--- config.mk ---
export PLATFORM = sky130hd
export DESIGN_NAME = memory_stage_flat
export DESIGN_NICKNAME = d
export VERILOG_FILES = /design/src/rtl/memory_stage_pkg.sv /design/src/rtl/memory_stage_if.sv /design/src/rtl/memory_stage_load_store_align.sv /design/src/rtl/memory_stage.sv /design/src/flat_wrapper.sv
export SDC_FILE = /design/constraint.sdc
export NUM_CORES = 1
export LEC_CHECK = 0
export CAP_MARGIN = 30
export CORE_ASPECT_RATIO = 1.1
export CORE_MARGIN = 1.5
export CORE_UTILIZATION = 40
export DETAILED_ROUTE_END_ITERATION = 8
export GPL_ROUTABILITY_DRIVEN = 0
export PLACE_DENSITY = 0.73
export SLEW_MARGIN = 20
export SYNTH_ARGS = -nofsm -noshare
export SYNTH_HDL_FRONTEND = slang
export SYNTH_SLANG_ARGS = --single-unit
export TNS_END_PERCENT = 20
--- constraint.sdc ---
create_clock -name clk -period 2.8 [get_ports clk]
set_input_delay 0.56 -clock clk [delete_from_list [all_inputs] [get_ports clk]]
set_output_delay 0.56 -clock clk [all_outputs]
set_load 0.01 [all_outputs]
--- src/rtl/memory_stage_pkg.sv ---
// Shared types and constants for the memory stage: access sizes, funct3 codes,
// the control word from execute and the stage state encoding.
package memory_stage_pkg;

    localparam int unsigned XLEN = 32;
    localparam int unsigned BE_W = XLEN / 8;

    typedef enum logic [1:0] {
        MEM_B = 2'b00,
        MEM_H = 2'b01,
        MEM_W = 2'b10
    } mem_size_e;

    localparam logic [2:0] F3_LB  = 3'b000;
    localparam logic [2:0] F3_LH  = 3'b001;
    localparam logic [2:0] F3_LW  = 3'b010;
    localparam logic [2:0] F3_LBU = 3'b100;
    localparam logic [2:0] F3_LHU = 3'b101;
    localparam logic [2:0] F3_SB  = 3'b000;
    localparam logic [2:0] F3_SH  = 3'b001;
    localparam logic [2:0] F3_SW  = 3'b010;

    typedef struct packed {
        logic reg_write;
        logic mem_to_reg;
        logic mem_read;
        logic mem_write;
    } control_type;

    typedef enum logic [1:0] {
        S_IDLE = 2'b00,
        S_REQ  = 2'b01,
        S_RESP = 2'b10
    } stage_state_e;

endpackage

--- src/rtl/memory_stage_if.sv ---
// Data-memory port: request/grant for the address phase, rvalid for read data.
interface memory_stage_if;
    import memory_stage_pkg::*;

    logic            dmem_req;
    logic            dmem_we;
    logic [XLEN-1:0] dmem_addr;
    logic [XLEN-1:0] dmem_wdata;
    logic [BE_W-1:0] dmem_be;
    logic            dmem_gnt;
    logic            dmem_rvalid;
    logic [XLEN-1:0] dmem_rdata;

    modport master (
        output dmem_req, dmem_we, dmem_addr, dmem_wdata, dmem_be,
        input  dmem_gnt, dmem_rvalid, dmem_rdata
    );

    modport slave (
        input  dmem_req, dmem_we, dmem_addr, dmem_wdata, dmem_be,
        output dmem_gnt, dmem_rvalid, dmem_rdata
    );

endinterface

--- src/rtl/memory_stage_load_store_align.sv ---
// Byte-lane logic: store enables/replication, load extraction and the
// alignment check, all derived from funct3 and the low address bits.
module load_store_align
    import memory_stage_pkg::*;
(
    input  logic [2:0]      funct3,
    input  logic [1:0]      addr_lo,
    input  logic [XLEN-1:0] store_data,
    input  logic [XLEN-1:0] rdata,
    output logic [BE_W-1:0] be,
    output logic [XLEN-1:0] wdata,
    output logic [XLEN-1:0] load_val,
    output logic            misaligned
);

    logic [XLEN-1:0] lane;

    always_comb begin
        lane       = rdata >> {addr_lo, 3'b000};
        be         = 4'b1111;
        wdata      = store_data;
        misaligned = 1'b0;
        load_val   = rdata;

        // Size 11 falls through to word handling
        case (funct3[1:0])
            MEM_B: begin
                be    = 4'b0001 << addr_lo;
                wdata = {4{store_data[7:0]}};
            end
            MEM_H: begin
                be         = addr_lo[1] ? 4'b1100 : 4'b0011;
                wdata      = {2{store_data[15:0]}};
                misaligned = addr_lo[0];
            end
            default: misaligned = |addr_lo;
        endcase

        case (funct3)
            F3_LB:   load_val = {{24{lane[7]}}, lane[7:0]};
            F3_LH:   load_val = {{16{lane[15]}}, lane[15:0]};
            F3_LBU:  load_val = {24'b0, lane[7:0]};
            F3_LHU:  load_val = {16'b0, lane[15:0]};
            default: load_val = rdata;
        endcase
    end

endmodule

--- src/rtl/memory_stage.sv ---
// Memory pipeline stage: runs loads/stores on the data-memory port, stalls
// upstream until each access completes and registers results for writeback.
module memory_stage
    import memory_stage_pkg::*;
#(
    parameter int unsigned MAX_WAIT = 0
) (
    input  logic            clk,
    input  logic            reset_n,
    input  logic            in_valid,
    input  control_type     control_in,
    input  logic [2:0]      funct3,
    input  logic [XLEN-1:0] alu_result,
    input  logic [XLEN-1:0] store_data,
    output logic            stall,
    output logic            out_valid,
    output control_type     control_out,
    output logic [XLEN-1:0] alu_result_out,
    output logic [XLEN-1:0] mem_data,
    output logic            misaligned,
    output logic            bus_error,
    memory_stage_if.master  dmem
);

    localparam int unsigned WD_W = 32;

    stage_state_e    state_q, state_d;
    logic [WD_W-1:0] wd_q, wd_d;
    logic [2:0]      funct3_q, funct3_d;
    logic [1:0]      addr_lo_q, addr_lo_d;
    logic            req_q, req_d;
    logic            we_q, we_d;
    logic [XLEN-1:0] addr_q, addr_d;
    logic [XLEN-1:0] wdata_q, wdata_d;
    logic [BE_W-1:0] be_q, be_d;

    logic            out_valid_q, out_valid_d;
    control_type     control_out_q, control_out_d;
    logic [XLEN-1:0] alu_out_q, alu_out_d;
    logic [XLEN-1:0] mem_data_q, mem_data_d;
    logic            mis_q, mis_d;
    logic            berr_q, berr_d;

    logic            is_mem;
    logic            timeout;
    logic            done;
    logic            fin_mis;
    logic            fin_err;
    logic [XLEN-1:0] fin_data;

    logic [2:0]      al_funct3;
    logic [1:0]      al_addr_lo;
    logic [BE_W-1:0] al_be;
    logic [XLEN-1:0] al_wdata;
    logic [XLEN-1:0] al_load;
    logic            al_mis;

    // Lane logic sees live inputs while idle and the latched access afterwards
    assign al_funct3  = (state_q == S_IDLE) ? funct3 : funct3_q;
    assign al_addr_lo = (state_q == S_IDLE) ? alu_result[1:0] : addr_lo_q;

    load_store_align u_align (
        .funct3     (al_funct3),
        .addr_lo    (al_addr_lo),
        .store_data (store_data),
        .rdata      (dmem.dmem_rdata),
        .be         (al_be),
        .wdata      (al_wdata),
        .load_val   (al_load),
        .misaligned (al_mis)
    );

    assign is_mem  = in_valid && (control_in.mem_read || control_in.mem_write);
    assign timeout = (MAX_WAIT != 0) && (state_q != S_IDLE)
                     && (wd_q == WD_W'(MAX_WAIT) - WD_W'(1));

    always_comb begin
        state_d       = state_q;
        wd_d          = '0;
        funct3_d      = funct3_q;
        addr_lo_d     = addr_lo_q;
        we_d          = we_q;
        addr_d        = addr_q;
        wdata_d       = wdata_q;
        be_d          = be_q;
        out_valid_d   = 1'b0;
        control_out_d = control_out_q;
        alu_out_d     = alu_out_q;
        mem_data_d    = mem_data_q;
        mis_d         = mis_q;
        berr_d        = berr_q;
        done          = 1'b0;
        fin_mis       = 1'b0;
        fin_err       = 1'b0;
        fin_data      = '0;

        unique case (state_q)
            S_IDLE: begin
                if (in_valid) begin
                    if (is_mem && !al_mis) begin
                        state_d   = S_REQ;
                        we_d      = control_in.mem_write;
                        addr_d    = {alu_result[XLEN-1:2], 2'b00};
                        be_d      = control_in.mem_write ? al_be : 4'b1111;
                        wdata_d   = al_wdata;
                        funct3_d  = funct3;
                        addr_lo_d = alu_result[1:0];
                    end else begin
                        done    = 1'b1;
                        fin_mis = is_mem;
                    end
                end
            end
            S_REQ: begin
                wd_d = wd_q + WD_W'(1);
                if (dmem.dmem_gnt) begin
                    if (we_q) done = 1'b1;
                    else      state_d = S_RESP;
                end
            end
            S_RESP: begin
                wd_d = wd_q + WD_W'(1);
                if (dmem.dmem_rvalid) begin
                    done     = 1'b1;
                    fin_data = al_load;
                end
            end
            default: state_d = S_IDLE;
        endcase

        // Watchdog abort only when the bus did not complete this cycle
        if (timeout && !done) begin
            done     = 1'b1;
            fin_err  = 1'b1;
            fin_data = '0;
        end

        if (done) begin
            state_d       = S_IDLE;
            wd_d          = '0;
            out_valid_d   = 1'b1;
            control_out_d = control_in;
            alu_out_d     = alu_result;
            mem_data_d    = fin_data;
            mis_d         = fin_mis;
            berr_d        = fin_err;
        end

        req_d = (state_d == S_REQ);
        stall = is_mem && !al_mis && !done;
    end

    always_ff @(posedge clk or negedge reset_n) begin
        if (!reset_n) begin
            state_q       <= S_IDLE;
            wd_q          <= '0;
            funct3_q      <= '0;
            addr_lo_q     <= '0;
            req_q         <= 1'b0;
            we_q          <= 1'b0;
            addr_q        <= '0;
            wdata_q       <= '0;
            be_q          <= '0;
            out_valid_q   <= 1'b0;
            control_out_q <= '0;
            alu_out_q     <= '0;
            mem_data_q    <= '0;
            mis_q         <= 1'b0;
            berr_q        <= 1'b0;
        end else begin
            state_q       <= state_d;
            wd_q          <= wd_d;
            funct3_q      <= funct3_d;
            addr_lo_q     <= addr_lo_d;
            req_q         <= req_d;
            we_q          <= we_d;
            addr_q        <= addr_d;
            wdata_q       <= wdata_d;
            be_q          <= be_d;
            out_valid_q   <= out_valid_d;
            control_out_q <= control_out_d;
            alu_out_q     <= alu_out_d;
            mem_data_q    <= mem_data_d;
            mis_q         <= mis_d;
            berr_q        <= berr_d;
        end
    end

    assign dmem.dmem_req   = req_q;
    assign dmem.dmem_we    = we_q;
    assign dmem.dmem_addr  = addr_q;
    assign dmem.dmem_wdata = wdata_q;
    assign dmem.dmem_be    = be_q;

    assign out_valid      = out_valid_q;
    assign control_out    = control_out_q;
    assign alu_result_out = alu_out_q;
    assign mem_data       = mem_data_q;
    assign misaligned     = mis_q;
    assign bus_error      = berr_q;

endmodule

--- src/flat_wrapper.sv ---
// flat-port wrapper written by rule: the top's interface ports become plain ports
module memory_stage_flat import memory_stage_pkg::*;
#(
    parameter int unsigned MAX_WAIT = 0
)
  (clk, reset_n, in_valid, control_in, funct3, alu_result, store_data, stall, out_valid, control_out, alu_result_out, mem_data, misaligned, bus_error, dmem_dmem_req, dmem_dmem_we, dmem_dmem_addr, dmem_dmem_wdata, dmem_dmem_be, dmem_dmem_gnt, dmem_dmem_rvalid, dmem_dmem_rdata);
  memory_stage_if dmem_i ();
  input  logic clk;
  input  logic reset_n;
  input  logic in_valid;
  input  control_type control_in;
  input  logic [2:0] funct3;
  input  logic [XLEN-1:0] alu_result;
  input  logic [XLEN-1:0] store_data;
  output logic stall;
  output logic out_valid;
  output control_type control_out;
  output logic [XLEN-1:0] alu_result_out;
  output logic [XLEN-1:0] mem_data;
  output logic misaligned;
  output logic bus_error;
  output wire logic [$bits(dmem_i.dmem_req)-1:0] dmem_dmem_req;
  output wire logic [$bits(dmem_i.dmem_we)-1:0] dmem_dmem_we;
  output wire logic [$bits(dmem_i.dmem_addr)-1:0] dmem_dmem_addr;
  output wire logic [$bits(dmem_i.dmem_wdata)-1:0] dmem_dmem_wdata;
  output wire logic [$bits(dmem_i.dmem_be)-1:0] dmem_dmem_be;
  input wire logic [$bits(dmem_i.dmem_gnt)-1:0] dmem_dmem_gnt;
  input wire logic [$bits(dmem_i.dmem_rvalid)-1:0] dmem_dmem_rvalid;
  input wire logic [$bits(dmem_i.dmem_rdata)-1:0] dmem_dmem_rdata;
  assign dmem_dmem_req = dmem_i.dmem_req;
  assign dmem_dmem_we = dmem_i.dmem_we;
  assign dmem_dmem_addr = dmem_i.dmem_addr;
  assign dmem_dmem_wdata = dmem_i.dmem_wdata;
  assign dmem_dmem_be = dmem_i.dmem_be;
  assign dmem_i.dmem_gnt = dmem_dmem_gnt;
  assign dmem_i.dmem_rvalid = dmem_dmem_rvalid;
  assign dmem_i.dmem_rdata = dmem_dmem_rdata;
  memory_stage #(.MAX_WAIT(MAX_WAIT)) u_core (.clk(clk), .reset_n(reset_n), .in_valid(in_valid), .control_in(control_in), .funct3(funct3), .alu_result(alu_result), .store_data(store_data), .stall(stall), .out_valid(out_valid), .control_out(control_out), .alu_result_out(alu_result_out), .mem_data(mem_data), .misaligned(misaligned), .bus_error(bus_error), .dmem(dmem_i));
endmodule
== After elaboration in Yosys (flattened, before gate mapping) ==
Index checks and enable logic that the tools add are counted.
Widths: inputs -> output; s select.

* Flip-flop bits (word level): 145
* Input port bits: 108
* Output and inout bits: 142
* Word-level logic and storage cells: 62

* Equality and inequality tests: 7
* Shift-type cells: 2
* Multiplexer cells: 26
* Reductions and logical operators: 11

{| class="wikitable"
|+ Operators with widths
! operator !! number
|-
| $pmux 32 s4 || 1
|-
| $mux 32 || 2
|-
| $pmux 32 s2 || 1
|-
| $shr 32x5->16 || 1
|-
| $mux 2 || 6
|-
| $mux 1 || 9
|-
| $mux 4 || 2
|-
| $pmux 4 s2 || 1
|-
| $eq 2x1->1 const B || 3
|-
| $eq 3x3->1 const B || 2
|-
| $pmux 2 s3 || 1
|-
| $logic_not 2->1 || 2
|-
| $shl 1x2->4 const A || 1
|-
| $eq 3x1->1 const B || 1
|-
| $logic_and 1x1->1 || 3
|-
| $logic_not 3->1 || 1
|-
| $mux 3 || 1
|-
| $pmux 1 s3 || 1
|-
| $reduce_and 3->1 || 1
|-
| $eq 2x2->1 const B || 1
|-
| $logic_not 1->1 || 2
|-
| $pmux 1 s2 || 1
|-
| $reduce_or 2->1 || 1
|-
| $logic_or 1x1->1 || 1
|}

== Depth between registers and ports, before layout ==
Gate-level depths: netlist of run 1.

* Depth after elaboration: 11
* Gate-level depth with buffers: 12
* Gate-level depth less buffers: 7

== Modules after synthesis ==
A second synthesis of run 1 with hierarchy kept.

* Cells, all modules: 591
* Area, all modules: 6985.4 µm²

{| class="wikitable"
|+ Modules (own cells, without submodules)
! module !! times used !! cells an instance !! area each (µm²) !! sequential area each (µm²)
|-
| memory_stage || 1 || 403 || 5698.0 || 3628.5
|-
| load_store_align || 1 || 188 || 1287.5 || 0.0
|}

== Worst setup path before layout of run 1 ==
Ideal clock, no wire load.

* Kind: input-to-reg
* Start: in alu_result[0]
* End: reg u_core.wdata_q[0] (netlist: u_core.dmem.dmem_wdata[0])
* Library setup time: 0.127 ns
* Data arrival time: 2.287 ns
* Data required time: 2.673 ns
* Slack: 0.386 ns
* Cell stages on the path: 8
* Path buffers: 3
* Path through: buf_2 > or4_1 > o31ai_1 > nor4b_4 > nor3_4 > buf_6 > buf_6 > mux2_1

* Longest elaborated chain between the ends: 6

{| class="wikitable"
|+ Ends and longest elaborated chain
! element !! RTL line !! source
|-
| start, declared || flat_wrapper.sv:13 || <nowiki>input logic [XLEN-1:0] alu_result;</nowiki>
|-
| $mux 2 (*) || memory_stage.sv:60 || <nowiki>assign al_addr_lo = (state_q == S_IDLE) ? alu_result[1:0] : addr_lo_q;</nowiki>
|-
| $reduce_or 2->1 || memory_stage_load_store_align.sv:36 || <nowiki>default: misaligned = |addr_lo;</nowiki>
|-
| $pmux 1 s2 (*) || memory_stage_load_store_align.sv:26 || <nowiki>case (funct3[1:0])</nowiki>
|-
| $logic_not 1->1 (*) || memory_stage.sv:100 || <nowiki>if (is_mem && !al_mis) begin</nowiki>
|-
| $logic_and 1x1->1 (*) || memory_stage.sv:100 ||
|-
| $reduce_and 3->1 (no line) (*) || -- ||
|-
| end signal, assigned || memory_stage.sv:178 || <nowiki>wdata_q <= wdata_d;</nowiki>
|-
| end, declared || memory_stage.sv:34 || <nowiki>logic [XLEN-1:0] wdata_q, wdata_d;</nowiki>
|}

Every way passes the cells marked *; elsewhere a longest branch is shown, timed or not.
A chain may end at the register's enable or synchronous reset.

== Worst setup path in the final report of run 1 ==
* Start: in alu_result[1]
* End: out stall

* Longest elaborated chain between the ends: 10

{| class="wikitable"
|+ Ends and longest elaborated chain
! element !! RTL line !! source
|-
| $mux 2 (*) || memory_stage.sv:60 ||
|-
| $reduce_or 2->1 (*) || memory_stage_load_store_align.sv:36 ||
|-
| $pmux 1 s2 (*) || memory_stage_load_store_align.sv:26 ||
|-
| $logic_not 1->1 (*) || memory_stage.sv:100, memory_stage.sv:150 ||
|-
| $logic_and 1x1->1 (*) || memory_stage.sv:100, memory_stage.sv:150 ||
|-
| $mux 1 || memory_stage.sv:100 ||
|-
| $mux 1 || memory_stage.sv:99 || <nowiki>if (in_valid) begin</nowiki>
|-
| $pmux 1 s3 || memory_stage.sv:97 || <nowiki>unique case (state_q)</nowiki>
|-
| $logic_not 1->1 || -- ||
|-
| $logic_and 1x1->1 (*) || memory_stage.sv:150 || <nowiki>stall = is_mem && !al_mis && !done;</nowiki>
|-
| end, declared || flat_wrapper.sv:15 || <nowiki>output logic stall;</nowiki>
|}

Marks and branches as above.

==> reports/qor.csv, run 1 <==
stage,metric,value,unit
synthesis,Cells after Synth,645,
power,worst vdd ir,0.742,mV
clock_network,clk slew on worst S/H paths,0.06,ns
global_routing,All-Layer GR Usage,0.232,
cells_and_area,Ant. Diodes,0,
route,Routed WL,19800,um
clock_network,CTS sink cnt,145,
timing,final setup vio count,0,
critical_path,Crit Path Category,input port to output pin,
placed_design,hpwl dp,14200,um
floorplanning,CORE AREA,16400,um^2
timing,final worst path period share,0.949,
route,final antenna-violating net count,0,
power,Leakage,0.00457,uW
clock_network,H-tree depth,4,
synthesis,post-synth cell types,51,
critical_path,CP top delay family,simple AND/OR/NAND/NOR gates,
critical_path,Crit Path Max Fanout,2,
synthesis,Post-synth EDFFs,0,
critical_path,critical path's slowest cell,or4_1,
cells_and_area,"Cell Count, Final, Fillers Out",1127,
synthesis,#FFs+latches synth,145,
floorplanning,initial cell density of the core,0.409,
route,via count normalized by instance count,5.19,
critical_path,max incr delay on CP,0.53,ns
clock_network,TritonCTS buffer count,17,
timing,post-layout min period,2.66,ns
floorplanning,IO Pins,250,
synthesis,Synth Area per Inst,10.4,um^2
route,DR DRC count,0,
outcome,outcome,completed,
synthesis,Post-Synthesis Cell Area,6690,um^2
placed_design,Place WS,-0.271,ns
floorplanning,Die Wd,126,um
critical_path,CP cell instances,"clkdlybuf4s50_1, or4_1, o31ai_1, nor4b_4, nor3_2, clkbuf_2",
clock_network,Root Driver,clkbuf_16,
timing,RSZ-0062 raised after global routing,no,
synthesis,Post-synth ARST share,1.00,
cells_and_area,layout cells sized above 1,0.137,
flow_run,Max-Cap Viols,0,
placed_design,port bufs,246,
clock_network,post-CTS setup buffer count,0,
placed_design,Inst Count DP,1095,
timing,Worst Max-Slew Pin Slew,0.995,ns
timing,final worst setup slack,0.142,ns
synthesis,Synth warnings,0,
timing,Max Slew Vio Count,0,
timing,Final Skew,0.0122,ns
clock_network,Max clock buf depth,2,
timing,slew margin rel.,0.333,
clock_network,TritonCTS clock tree,built,
clock_network,"Clk Latency, worst-skew pair",0.42,ns
critical_path,WP data required,2.24,ns
global_routing,initial antenna violation count,0,
power,Power Density,1250,nW/um^2
cells_and_area,Fillers,1349,
critical_path,startpoint types,input port,
hold_path,Hold WC Path Type,input port to asynchronous set/reset pin,
global_routing,largest net degree at the start of global routing,53,
timing,max frequency,0.376,GHz
route,TritonRoute pass-1 iters,4,
timing,setup TNS,0,ns
critical_path,crit path buf inv count,2,
floorplanning,row cnt,49,
critical_path,critical path arrival,2.10,ns
cells_and_area,nets,1018,
synthesis,"Seq/Total Area, Yosys",0.542,
timing,Final Hold Viols,0,
floorplanning,DIE HEIGHT,139,um
global_routing,grt total ovfl,0,
synthesis,Main synth FF type,dfrtp_1,
critical_path,crit path capture type,output pin,
global_routing,vias in the first global route,5942,
route,Initial DRC Count,297,
global_routing,first-pass GRT wire length,32100,um
cells_and_area,post-route cell area,10200,um^2
route,Vias,5853,
placed_design,placed cell areas,9590,um^2
route,Avg WL per Cell,17.6,um
cells_and_area,synth-to-layout area growth,52.3,%
floorplanning,full die area,17500,um^2
power,Total Power,12800,uW
## power breakdown
part           switching (uW)  leakage [uW]  total [uW]  internal [uW]
Combinational            3300       0.00250        6750           3440
Clock                     973      0.000285        2310           1340
Sequential                591       0.00178        3710           3120
## cell type report
cell class	count	area, um^2	share of cell area
clock buffer	17	425	0.0418
timing repair buffer	289	2880	0.283
sequential	145	3630	0.356
multi-input combinational	452	2810	0.276
tap	204	255	0.0251
clock inverter	15	171	0.0168
inverter	5	18.8	0.00184
## stage by stage
step	hold WS [ns]	utilization
3_5_place_dp	0.455	0.586
5_1_grt	0.0802	0.622
3_3_place_gp	0.448	0.586
2_1_floorplan	0.264	-
4_1_cts	0.0753	0.622
6_report	0.0696	0.622
## worst paths after layout
| kind | to | startpoint | slack, ns | cells after the start |
|---|---|---|---|---|
| hold / removal | u_core.dmem.dmem_addr[28]$_DFFE_PN0P_ | reset_n | 0.07 | 1 |
| setup reg to reg | u_core.mem_data[0]$_DFFE_PN0P_ | u_core.state_q[0]$_DFF_PN0_ | 0.37 | 7 |
| setup / recovery | stall | alu_result[1] | 0.14 | 6 |
| min in group clk | u_core.control_out[1]$_DFFE_PN0P_ | u_core.control_out[1]$_DFFE_PN0P_ | 0.46 | 2 |
| max in group asynchronous | u_core.mem_data[19]$_DFFE_PN0P_ | reset_n | 1.98 | 2 |
| hold reg to reg | u_core.control_out[1]$_DFFE_PN0P_ | u_core.control_out[1]$_DFFE_PN0P_ | 0.46 | 2 |
## cell families (layout without fill, tap and decap cells)
family,count (synthesis),count (layout),share of synthesized area
multiplexers,79,79,0.128
other,1,3,0.000560
buffers and inverters,50,326,0.0423
AND/OR/NAND/NOR,243,243,0.158
flip-flops,145,145,0.542
AO/OA/AOI/OAI,127,127,0.129
## cells in the mapped netlist, types with 2 or more instances
library cell | n | share of area
a211oi_2 | 2 | 0.0037
a211oi_1 | 2 | 0.0022
o221ai_1 | 6 | 0.0079
nor3_1 | 6 | 0.0045
a21oi_1 | 27 | 0.020
o21ai_0 | 28 | 0.021
mux2_1 | 20 | 0.034
mux2_2 | 32 | 0.054
a2bb2oi_1 | 6 | 0.0079
nor4b_1 | 2 | 0.0026
nand2_1 | 156 | 0.088
a31oi_1 | 11 | 0.010
a21o_1 | 7 | 0.0079
nand3_1 | 6 | 0.0045
mux2i_1 | 27 | 0.040
buf_6 | 4 | 0.0067
nor3b_1 | 2 | 0.0022
or3b_2 | 2 | 0.0026
inv_1 | 4 | 0.0022
clkbuf_1 | 9 | 0.0050
o21a_1 | 2 | 0.0022
nor2_1 | 40 | 0.022
o21ai_1 | 5 | 0.0037
buf_4 | 10 | 0.011
buf_2 | 22 | 0.016
o22ai_1 | 2 | 0.0019
dfrtp_1 | 145 | 0.54
nand2b_1 | 21 | 0.020
a32oi_1 | 17 | 0.022
## worst register-to-register path: stages (launching register included)
cell      delay (ns)
dfrtp_1         0.49
or2_1           0.28
buf_4           0.20
a31oi_1         0.77
nor2_1          0.07
a21oi_1         0.29
o221ai_1        0.18
nand2_1         0.09
## sequential cells by signal, indices dropped and copies added, names as in the netlist
| signal | flops |
|---|---|
| u_core.alu_result_out | 32 |
| u_core.dmem.dmem_wdata | 32 |
| u_core.mem_data | 32 |
| u_core.dmem.dmem_addr | 30 |
| u_core.control_out | 4 |
| u_core.dmem.dmem_be | 4 |
| u_core.funct3_q | 3 |
| u_core.addr_lo_q | 2 |
| u_core.state_q | 2 |
| u_core.dmem.dmem_req | 1 |
| u_core.dmem.dmem_we | 1 |
| u_core.misaligned | 1 |
| u_core.out_valid | 1 |
## cell usage in the layout, fill, tap and decap left out, types with 3 or more instances in the layout
cell type,instances
mux2_2,32
nand3_1,6
a31oi_1,11
dfrtp_1,145
nand2_1,156
o21ai_1,5
clkdlybuf4s50_1,244
a21o_1,7
conb_1,3
mux2_1,20
a21oi_1,27
nand2b_1,21
nor2_1,40
buf_4,35
o221ai_1,6
a2bb2oi_1,6
mux2i_1,26
clkbuf_16,17
clkinvlp_4,3
inv_6,5
inv_1,4
a32oi_1,17
buf_12,8
o21ai_0,27
nor3_1,5
## what timing repair did
item                                    4_1_cts  5_1_grt
resized for setup                             2        3
hold buffers                                  0        0
endpoints found under the setup margin        1        1
## routing by layer
layer	global-route usage	up-vias	wire, um
li1	-	2761	-
met1	0.294	2860	8480
met2	0.372	207	9520
met3	0.0883	25	1490
met4	0.0672	0	332
met5	0	-	0
(Power assumes the default switching activity.)
==> run 2, diff against run 1 <==
--- a/config.mk
+++ b/config.mk
@@ -16,4 +16,4 @@
 export SYNTH_ARGS = -nofsm -noshare
 export SYNTH_HDL_FRONTEND = slang
 export SYNTH_SLANG_ARGS = --single-unit
-export TNS_END_PERCENT = 20
+export TNS_END_PERCENT = 10
==> results of run 2 <==
Final layout, timing and power as in run 1 (identical DEF).
==> run 3, diff against run 2 <==
--- a/config.mk
+++ b/config.mk
@@ -8,10 +8,10 @@
 export CAP_MARGIN = 30
 export CORE_ASPECT_RATIO = 1.1
 export CORE_MARGIN = 1.5
-export CORE_UTILIZATION = 40
+export CORE_UTILIZATION = 45
 export DETAILED_ROUTE_END_ITERATION = 8
 export GPL_ROUTABILITY_DRIVEN = 0
-export PLACE_DENSITY = 0.73
+export PLACE_DENSITY = 0.81
 export SLEW_MARGIN = 20
 export SYNTH_ARGS = -nofsm -noshare
 export SYNTH_HDL_FRONTEND = slang
==> run 3 against run 2 <==
Compared with the run above: first-iteration DRC count is 16% higher; register-to-register slack got worse by 0.03 ns; critical path depth did not move; non-clock buffer count increased by 13; combinational power rose by 4.3%; routed wire length decreased by 1.1%; global-route usage increased by 2.2 points.
==> reports/qor.csv, run 3 (synthesis results as in run 1) <==
stage,metric,value,unit,change
critical_path,critical path arrival,2.17,ns,was 2.10 ns
clock_network,post-CTS setup buffer count,0,,unchanged
route,final antenna-violating net count,0,,unchanged
clock_network,TritonCTS buffer count,17,,unchanged
power,Leakage,0.00465,uW,was 0.00457 uW
power,P_sw,4940,uW,was 4870 uW
cells_and_area,layout cells sized above 1,0.150,,was 0.137
route,Avg WL per Cell,17.4,um,was 17.6 um
timing,slew margin rel.,0.392,,was 0.333
route,Routed WL,19600,um,was 19800 um
placed_design,Inst Count DP,1096,,was 1095
clock_network,Root Driver,clkbuf_16,,unchanged
cells_and_area,most frequent cells in the layout,"243 x clkdlybuf4s50_1, 156 x nand2_1, 145 x dfrtp_1",,"was 244 x clkdlybuf4s50_1, 156 x nand2_1, 145 x dfrtp_1"
route,Vias,5934,,was 5853
critical_path,R2R setup slack,0.34,ns,was 0.37 ns
power,sequential share of power,0.285,,was 0.291
critical_path,reg2reg path depth,10,,was 7
critical_path,reg2reg start,u_core.state_q[1]$_DFF_PN0_,,was u_core.state_q[0]$_DFF_PN0_
cells_and_area,Fillers,1106,,was 1349
cells_and_area,Ant. Diodes,0,,unchanged
critical_path,Crit Path Max Fanout,2,,unchanged
power,combinational fraction of design power,0.542,,was 0.528
global_routing,initial antenna violation count,0,,unchanged
flow_run,Max-Cap Viols,0,,unchanged
global_routing,first-pass GRT wire length,30700,um,was 32100 um
timing,post-layout min period,2.73,ns,was 2.66 ns
critical_path,reg-to-reg endpoint,u_core.dmem.dmem_wdata[20]$_DFFE_PN0P_,,was u_core.mem_data[0]$_DFFE_PN0P_
critical_path,crit path capture type,output pin,,unchanged
global_routing,All-Layer GR Usage,0.254,,was 0.232
outcome,outcome,completed,,unchanged
floorplanning,DIE HEIGHT,131,um,was 139 um
floorplanning,row cnt,46,,was 49
critical_path,Crit. Startpoint,alu_result[0],,was alu_result[1]
cells_and_area,synth-to-layout area growth,54.2,%,was 52.3%
clock_network,CTS sink cnt,145,,unchanged
floorplanning,Die Wd,119,um,was 126 um
hold_path,Hold WC Path Type,input port to asynchronous set/reset pin,,unchanged
timing,final worst path period share,0.974,,was 0.949
floorplanning,initial cell density of the core,0.461,,was 0.409
global_routing,grt total ovfl,0,,unchanged
clock_network,TritonCTS clock tree,built,,unchanged
placed_design,port bufs,246,,unchanged
global_routing,largest net degree at the start of global routing,71,,was 53
power,Total Power,13000,uW,was 12800 uW
cells_and_area,nets,1031,,was 1018
critical_path,Crit Path Category,input port to output pin,,unchanged
clock_network,clk slew on worst S/H paths,0.06,ns,about the same
cells_and_area,Final Util,0.711,,was 0.622
clock_network,Max clock buf depth,2,,unchanged
clock_network,"Clk Latency, worst-skew pair",0.42,ns,about the same
power,internal power,8060,uW,was 7900 uW
timing,Final Skew,0.0114,ns,was 0.0122 ns
cells_and_area,post-route cell area,10300,um^2,was 10200 um^2
route,via count normalized by instance count,5.26,,was 5.19
power,Clk pwr share,0.173,,was 0.181
critical_path,WP data required,2.24,ns,about the same
clock_network,H-tree depth,4,,unchanged
route,TritonRoute pass-1 iters,5,,was 4
power,worst vdd ir,0.808,mV,was 0.742 mV
timing,Max Slew Vio Count,0,,unchanged
power,switch share,0.380,,was 0.381
power,Power Density,1260,nW/um^2,was 1250 nW/um^2
timing,final worst setup slack,0.0736,ns,was 0.142 ns
route,DR DRC count,0,,unchanged
placed_design,placed cell areas,9710,um^2,was 9590 um^2
global_routing,vias in the first global route,6056,,was 5942
floorplanning,IO Pins,250,,unchanged
timing,final setup vio count,0,,unchanged
cells_and_area,"Cell Count, Final, Fillers Out",1128,,was 1127
placed_design,Place WS,-0.361,ns,was -0.271 ns
timing,max frequency,0.367,GHz,was 0.376 GHz
timing,Final Hold Viols,0,,unchanged
floorplanning,full die area,15600,um^2,was 17500 um^2
placed_design,hpwl dp,14300,um,was 14200 um
route,Initial DRC Count,345,,was 297
cells_and_area,"commonest non-fill, non-tap cell in the layout",clkdlybuf4s50_1,,unchanged
critical_path,startpoint types,input port,,unchanged
timing,Worst Max-Slew Pin Slew,0.907,ns,was 0.995 ns
floorplanning,CORE AREA,14500,um^2,was 16400 um^2
[run 3: changes by cell type in the layout (fill, tap and decap cells not counted), moves of 2 or more]
cell        change
buf_12          +3
buf_4          +10
clkinv_8        +2
clkinv_4        +2
inv_6           +2
clkinvlp_4      -3
[run 3: how the worst max path moves through the flow]
stage	end	slack, ns	cells past startpoint
2_1_floorplan	u_core.dmem.dmem_wdata[0]$_DFFE_PN0P_	0.39	8
4_1_cts	stall	0.07	6
3_5_place_dp	stall	-0.36	6
5_1_grt	stall	-0.007	6
3_3_place_gp	stall	-0.36	6
6_report	stall	0.07	6
[run 3: power groups by stage]
stage               Sequential [uW]  Combinational [uW]  Clock, uW
detailed placement             3730                7030          0
finish                         3700                7040       2250
CTS                            3710                7080       2300
global route                   3830                7580       2390
floorplan                      4100                3040          0
global placement               3700                6910          0
[run 3: per-stage QoR]
stage / setup TNS [ns] / hold WS (ns)
after floorplan: 0 / 0.264
after global placement: -11.32 / 0.448
after detailed placement: -13.52 / 0.454
after CTS: 0 / 0.179
after global routing: -0.00691 / 0.203
final: 0 / 0.167
[run 3: critical path, stage by stage]
cell and delay [ns]:
clkdlybuf4s50_1 0.42, or4_1 0.53, o31ai_2 0.12, nor4b_4 0.09, nor3_2 0.18, clkdlybuf4s15_2 0.26
[run 3: area by class of cell]
type,count,area [um^2],area share
inverter,5,18.8,0.00182
clock buffer,17,425,0.0412
timing repair buffer,302,3020,0.293
clock inverter,15,170,0.0165
multi-input combinational,452,2810,0.273
tap,192,240,0.0233
sequential,145,3630,0.352
[run 3: per-layer routing]
metal / track usage / vias up / routed length (um)
met5: 0 / - / 0
met4: 0.106 / 0 / 570
met3: 0.0833 / 44 / 1700
met2: 0.433 / 260 / 9680
met1: 0.298 / 2829 / 7660
li1: - / 2801 / -
[run 3: timing repair]
item	4_1_cts	5_1_grt
gates cloned	0	0
gates resized for setup	6	1
endpoints found under the setup margin	1	1
hold buffers	0	0
